## src/rtl/mdu_sequencer.sv

```systemverilog
// Multi-cycle unsigned MULTU/DIVU sequencer: borrows the shared ALU for one
// shift-add / shift-subtract iteration per cycle and produces MIPS-style HI/LO.
module mdu_sequencer #(
    parameter int ITERS = 32
) (
    input  logic        clk,
    input  logic        reset,
    input  logic        start,
    input  logic        op,
    input  logic [31:0] rs_val,
    input  logic [31:0] rt_val,
    output logic        busy,
    output logic        done,
    output logic [31:0] hi,
    output logic [31:0] lo,
    output logic        div_by_zero,
    output logic [31:0] alu_a,
    output logic [31:0] alu_b,
    output logic [2:0]  alu_control,
    input  logic [31:0] alu_result,
    input  logic        alu_zero
);
    localparam int CW = $clog2(ITERS);
    localparam logic [CW-1:0] LAST = CW'(ITERS - 1);
    localparam logic [2:0] ALU_ADD = 3'b010;
    localparam logic [2:0] ALU_SUB = 3'b110;

    typedef enum logic [1:0] {IDLE, RUN, DONE} state_t;

    state_t        state, state_next;
    logic [CW-1:0] count;
    logic          op_r;
    logic [31:0]   acc_hi;   // PH (multiply) or R (divide)
    logic [31:0]   acc_lo;   // PL (multiply) or Q (divide)
    logic [31:0]   opnd;     // M (multiply) or D (divide)
    logic [31:0]   mul_sum, iter_hi, iter_lo;
    logic          mul_carry, div_ge, accept, zero_div;

    logic unused_inputs;
    assign unused_inputs = alu_zero;

    assign busy     = (state != IDLE);
    assign done     = (state == DONE);
    assign accept   = (state == IDLE) && start;
    assign zero_div = op && (rt_val == 32'd0);

    // NOTE: every always_comb output gets a default first so no path can infer a latch.
    always_comb begin
        alu_a       = '0;
        alu_b       = '0;
        alu_control = ALU_ADD;
        if (state == RUN) begin
            alu_b = opnd;
            if (op_r) begin
                alu_a       = {acc_hi[30:0], acc_lo[31]};
                alu_control = ALU_SUB;
            end else begin
                alu_a = acc_hi;
            end
        end
    end

    // The ALU's add carry-out is lost at 32 bits; recover it by the wrap-around compare.
    always_comb begin
        mul_sum   = acc_lo[0] ? alu_result : acc_hi;
        mul_carry = acc_lo[0] & (alu_result < acc_hi);
        div_ge    = acc_hi[31] | (alu_a >= opnd);
        if (op_r) begin
            iter_hi = div_ge ? alu_result : alu_a;
            iter_lo = {acc_lo[30:0], div_ge};
        end else begin
            iter_hi = {mul_carry, mul_sum[31:1]};
            iter_lo = {mul_sum[0], acc_lo[31:1]};
        end
    end

    always_comb begin
        state_next = state;
        case (state)
            IDLE: if (start) state_next = zero_div ? DONE : RUN;
            RUN:  if (count == LAST) state_next = DONE;
            DONE: state_next = IDLE;
            default: state_next = IDLE;
        endcase
    end

    // NOTE: sequential state uses non-blocking assignments so all registers update from pre-edge values.
    always_ff @(posedge clk or posedge reset) begin
        if (reset) begin
            state       <= IDLE;
            count       <= '0;
            op_r        <= 1'b0;
            acc_hi      <= '0;
            acc_lo      <= '0;
            opnd        <= '0;
            hi          <= '0;
            lo          <= '0;
            div_by_zero <= 1'b0;
        end else begin
            state <= state_next;
            if (accept) begin
                op_r   <= op;
                count  <= '0;
                acc_hi <= '0;
                acc_lo <= op ? rs_val : rt_val;
                opnd   <= op ? rt_val : rs_val;
                if (zero_div) begin
                    hi          <= rs_val;
                    lo          <= 32'hFFFF_FFFF;
                    div_by_zero <= 1'b1;
                end else begin
                    div_by_zero <= 1'b0;
                end
            end else if (state == RUN) begin
                acc_hi <= iter_hi;
                acc_lo <= iter_lo;
                count  <= count + 1'b1;
                if (count == LAST) begin
                    hi <= iter_hi;
                    lo <= iter_lo;
                end
            end
        end
    end
endmodule

```

## config.mk

```make
export PLATFORM = sky130hd
export DESIGN_NAME = mdu_sequencer
export DESIGN_NICKNAME = d
export VERILOG_FILES = /design/src/rtl/mdu_sequencer.sv
export SDC_FILE = /design/constraint.sdc
export NUM_CORES = 1
export LEC_CHECK = 0
export CAP_MARGIN = 40
export CORE_MARGIN = 2
export CORE_UTILIZATION = 57
export CTS_CLUSTER_DIAMETER = 50
export DETAILED_ROUTE_END_ITERATION = 8
export GPL_TIMING_DRIVEN = 0
export PLACE_DENSITY_LB_ADDON = 0.05
export SLEW_MARGIN = 10
export SYNTH_ARGS = -nofsm -noshare
export SYNTH_HDL_FRONTEND = slang
export SYNTH_SLANG_ARGS = --single-unit
export TNS_END_PERCENT = 10
```

## constraint.sdc

```tcl
create_clock -name clk -period 11.4 [get_ports clk]
set_input_delay 2.28 -clock clk [delete_from_list [all_inputs] [get_ports clk]]
set_output_delay 2.28 -clock clk [all_outputs]
set_load 0.02 [all_outputs]
```

## Word-level counts from Yosys, hierarchy flattened

Cells that the tools add are included.

| word-level totals | value |
|---|---|
| input bits | 101 |
| word-level logic and storage cells | 59 |
| flip-flop bits (word level) | 169 |
| output and inout bits | 134 |

| cells by class | value |
|---|---|
| magnitude comparators | 2 |
| eq/ne operators | 6 |
| bitwise logic cells | 2 |
| add/subtract/negate cells | 1 |
| muxes and demuxes | 30 |
| reductions and logical operators | 9 |

Operators with widths:

| operator | number |
|---|---|
| $mux W32 | 21 |
| $ge A32 B32 Y1 | 1 |
| $logic_not A32 Y1 | 1 |
| $lt A32 B32 Y1 | 1 |
| $mux W5 | 2 |
| $mux W2 | 3 |
| $mux W3 | 2 |
| $reduce_bool A2 Y1 | 3 |
| $add A5 B1 Y5 const B | 1 |
| $eq A5 B5 Y1 const B | 1 |
| $ne A2 B2 Y1 const B | 2 |
| $pmux W2 S2 | 1 |
| $reduce_and A3 Y1 | 1 |
| $eq A2 B1 Y1 const B | 1 |
| $eq A2 B2 Y1 const B | 1 |
| $logic_and A1 B1 Y1 | 2 |
| $logic_not A2 Y1 | 1 |
| $ne A2 B1 Y1 const B | 1 |
| $reduce_and A2 Y1 | 1 |
| $and A1 B1 Y1 | 1 |
| $mux W1 | 1 |
| $or A1 B1 Y1 | 1 |

## Depth between registers and ports, before layout

| logic depth | value |
|---|---|
| depth in word-level cells | 9 |
| gate-level depth with buffers | 15 |
| mapped depth without buffers | 10 |

## Worst setup path after synthesis

No wires, ideal clock.

| path | value |
|---|---|
| path kind | reg-to-output |
| from | reg op_r |
| to | out alu_a[10] |
| buffers on the path | 4 |
| arrival time | 2040 ps |
| cell stages (with the launch flop) | 7 |
| required time | 9120 ps |
| setup slack | 7080 ps |
| cells stage by stage | dfrtp_1 -> clkbuf_1 -> buf_2 -> clkbuf_1 -> buf_1 -> mux2i_1 -> nor2_1 |

| on the way | value |
|---|---|
| cells in the longest elaborated chain, start to end | 2 |

RTL lines:

| element | RTL line | text |
|---|---|---|
| start: declaration | 32 | `logic op_r;` |
| start signal: assignment | 102 | `op_r <= op;` |
| $mux W32 | 54 | `if (op_r) begin` |
| $mux W32 | 52 | `if (state == RUN) begin` |
| end: declaration | 17 | `output logic [31:0] alu_a,` |

No other way between the ends.

## Final worst setup path

| path | value |
|---|---|
| from | reg op_r |
| to | out alu_a[3] |

The elaborated chain is that of the path after synthesis.

==> flow_summary.ini <==
[outcome]
run_status = completed

[global_routing]
grt_pass1_wl_um = 64960
grtUsageMet1 = 0.5383
grt_max_degree = 99
overflow = 0
gr-max-usage-layer = met2
grt_pass1_vias = 11610
gr-usage-met3 = 0.07205
overall_fraction_of_global_route_tracks_in_use = 0.3893
met2_usage = 0.5923
antenna_found_initial = 0

[floorplanning]
top_level_ports = 235
start_util = 0.5775
die_area_um2 = 21600
design.core.area_um2 = 20170
die_h_um = 147.0
num_rows = 52
die-width_um = 147.0

[clock_network]
tritoncts = built
cts_resized = 0
cts.path.max_buffers = 2
root_buffer = clkbuf_16
cts_made_buffers = 17
cts_hold_buf = 0
h-tree-depth = 4
postCtsSetupBuffers = 0
clock_sink_count = 169
clk_pin_slew_ns = 0.07
clock_latency_ns = 0.45

[sta]
slew_headroom = 0.3710
worst_clock_skew_ns = 0.01811
final-max-slew-violation-count = 0
tightestPinTransition_ns = 0.9435
grt_setup_unrepaired = no
fin_tns_setup_ns = 0
fin_crit_ns = 6.320
fin_crit_sh = 0.5544
timing_hold_violations_final = 0
max_freq_mhz = 158.2
layout_setup_ws_ns = 5.080
finalSetupViolations = 0

[logic_synthesis]
dominantRegCellSynth = dfrtp_1
post_synth.cell_area_avg_um2 = 9.179
synthTopCellsByArea = dfrtp_1, mux2i_1, ha_1
share_of_flip_flops_with_an_asynchronous_set_or_reset = 1.000
syn-num-nets = 1435
synthesis.area_um2 = 11650
netlist_instances = 1269
seq_area_frac_synth = 0.3631
netlist.top_cell.by_area = dfrtp_1
ys_types = 55
number_of_enable_type_register_cells_in_the_synthesized_netlist = 0
syn_warnings = 0
commonest_cells_in_the_netlist = dfrtp_1, nand2_1, mux2i_1
synth.ff_latch_count = 169
yosysMostFrequentCell = dfrtp_1
post-synth-top-area-fraction = 0.3631

[setup_path]
crit_path_start_kind = flop
cpLargestDelayFamily = buffers and inverters
timing.critical_path.required_ns = 9.12
crit_type = reg2out
cp-end-kind = primary output
worst-r2r-setup-slack_ns = 6.00
critical_path_buf_inv_count = 5
critPathSlowestCell = buf_1
cp_slowest_stage_delay_ns = 0.75
crit_top_cell = clkbuf_1
crit_chain = clkbuf_1 > buf_2 > clkbuf_1 > buf_1 > mux2i_1 > nor2_1 > clkdlybuf4s50_1
cp_data_arrival_time_ns = 4.04
worst-path-max-fanout = 10

[place]
detailed_place.area_um2 = 14330
dpl_worst_slack_ns = 5.746
placedCellCount = 1771
io_buffer_count = 231
gp_congestion = 0.9850
detailed_place_hpwl_um = 32720

[power]
leakage_nw = 6.616
power-per-cell-area_nw_per_um2 = 344.5
vdd_drop_max_uv = 226.3
power_mw = 5.134

[routing]
routed_via_density = 6.529
number_of_iterations_in_the_first_detailed_routing_pass = 8
finalWirelength_um = 42520
wire_per_inst_um = 23.59
antenna_left = 0
drt-initial-drc-count = 1134
route.detailed.drc = 0
dr_total_vias = 11770

[cells_and_area]
post_route_cells_drive_above_1_share = 0.07507
multi_input_comb_area_um2 = 6680
insertedDiodeCount = 0
layout.cells.non_filler = 1802
synthToLayoutAreaGrowth_pct = 27.94
sequential_cell_area_um2 = 4229
fillers = 1573
num-nets-final = 1686
postLayoutCellArea_um2 = 14900

[worst_hold_path]
hold_path.class = reg2reg

[job]
maxCapViolCount = 0
==> kinds of logic (layout without fill, tap and decap cells) <==
group / after synthesis / count (layout) / synth area share
other cells: 2 / 2 / 0.0006447
flops: 169 / 169 / 0.3631
buf+inv: 181 / 444 / 0.06348
simple gates: 342 / 342 / 0.1299
mux: 129 / 129 / 0.1115
xor+xnor: 1 / 1 / 0.0007520
compound gates: 380 / 380 / 0.2609
fa+ha+maj: 65 / 65 / 0.06982
==> power breakdown <==
part	switching, mW	internal, mW	total [mW]
combinational	2.05	1.33	3.38
sequential	0.273	0.898	1.17
clock	0.288	0.295	0.583
total	2.61	2.52	5.13
==> placed cells by master, fill, tap and decap left out, drive strengths merged, types with 2 or more instances in the layout <==
| cell | netlist | routed |
|---|---|---|
| o31ai | 31 | 31 |
| a211oi | 4 | 4 |
| conb | 2 | 2 |
| a221oi | 2 | 2 |
| clkinv | 0 | 4 |
| and4 | 2 | 2 |
| nor4 | 7 | 7 |
| nor2b | 3 | 3 |
| clkdlybuf4s50 | 0 | 231 |
| nor2 | 112 | 112 |
| ha | 65 | 65 |
| a21o | 4 | 4 |
| nor3 | 3 | 3 |
| a21oi | 58 | 58 |
| mux2i | 126 | 126 |
| nand2 | 128 | 128 |
| o221ai | 2 | 2 |
| nand2b | 2 | 2 |
| o41ai | 31 | 31 |
| o21a | 32 | 32 |
| and2 | 2 | 2 |
| a2111oi | 2 | 2 |
| buf | 37 | 38 |
| nand4 | 9 | 9 |
| o211a | 30 | 30 |
| and3 | 32 | 32 |
| o21ai | 86 | 86 |
| a311oi | 30 | 30 |
| or3 | 3 | 3 |
| o211ai | 31 | 31 |
| clkbuf | 75 | 93 |
| inv | 69 | 77 |
| dfrtp | 169 | 169 |
| mux2 | 3 | 3 |
| a31oi | 32 | 32 |
| nand3 | 35 | 35 |
==> path summary, 6_finish.rpt <==
kind                                               end                  from  cells past startpoint
worst max-delay path                          alu_a[3]      op_r$_DFFE_PP0P_                      7
max in group asynchronous       acc_hi[17]$_DFFE_PP0P_                 reset                      3
worst min register to register    opnd[24]$_DFFE_PP0P_  opnd[24]$_DFFE_PP0P_                      2
worst max register to register   acc_lo[0]$_DFFE_PP0P_      op_r$_DFFE_PP0P_                     15
min in group asynchronous           lo[23]$_DFFE_PP0P_                 reset                      2
worst min-delay path              opnd[24]$_DFFE_PP0P_  opnd[24]$_DFFE_PP0P_                      2
==> tightest hold or removal path, cell delays in order (launching register included) <==
cell	delay, ns
dfrtp_1	0.34
nand2_1	0.05
o21ai_0	0.06
==> area by class of cell <==
type | instances | share of cell area
clock buffer | 18 | 0.02947
timing repair buffer | 232 | 0.1570
clock inverter | 13 | 0.008731
buffer | 112 | 0.03224
inverter | 69 | 0.01788
multi-input combinational | 919 | 0.4482
sequential | 169 | 0.2838
tap | 270 | 0.02267
==> layer usage <==
layer / vias to the layer above / routed length [µm]
met1: 5681 / 17440
met3: 150 / 4225
li1: 5151 / -
met5: - / 0
met4: 0 / 2136
met2: 783 / 18710
==> registers in the layout, summed over array words and instances (netlist names) <==
| signal | count |
|---|---|
| div_by_zero | 1 |
| acc_hi | 32 |
| opnd | 32 |
| hi | 32 |
| op_r | 1 |
| lo | 32 |
| count | 5 |
| state | 2 |
| acc_lo | 32 |
==> through the flow <==
step / utilization / hold WS [ns]
floorplan: - / 0.4498
global placement: 0.7089 / 0.4648
detailed placement: 0.7107 / 0.4705
CTS: 0.7389 / 0.4865
global route: 0.7389 / 0.5157
finish: 0.7389 / 0.4852
(Power assumes the default switching activity.)
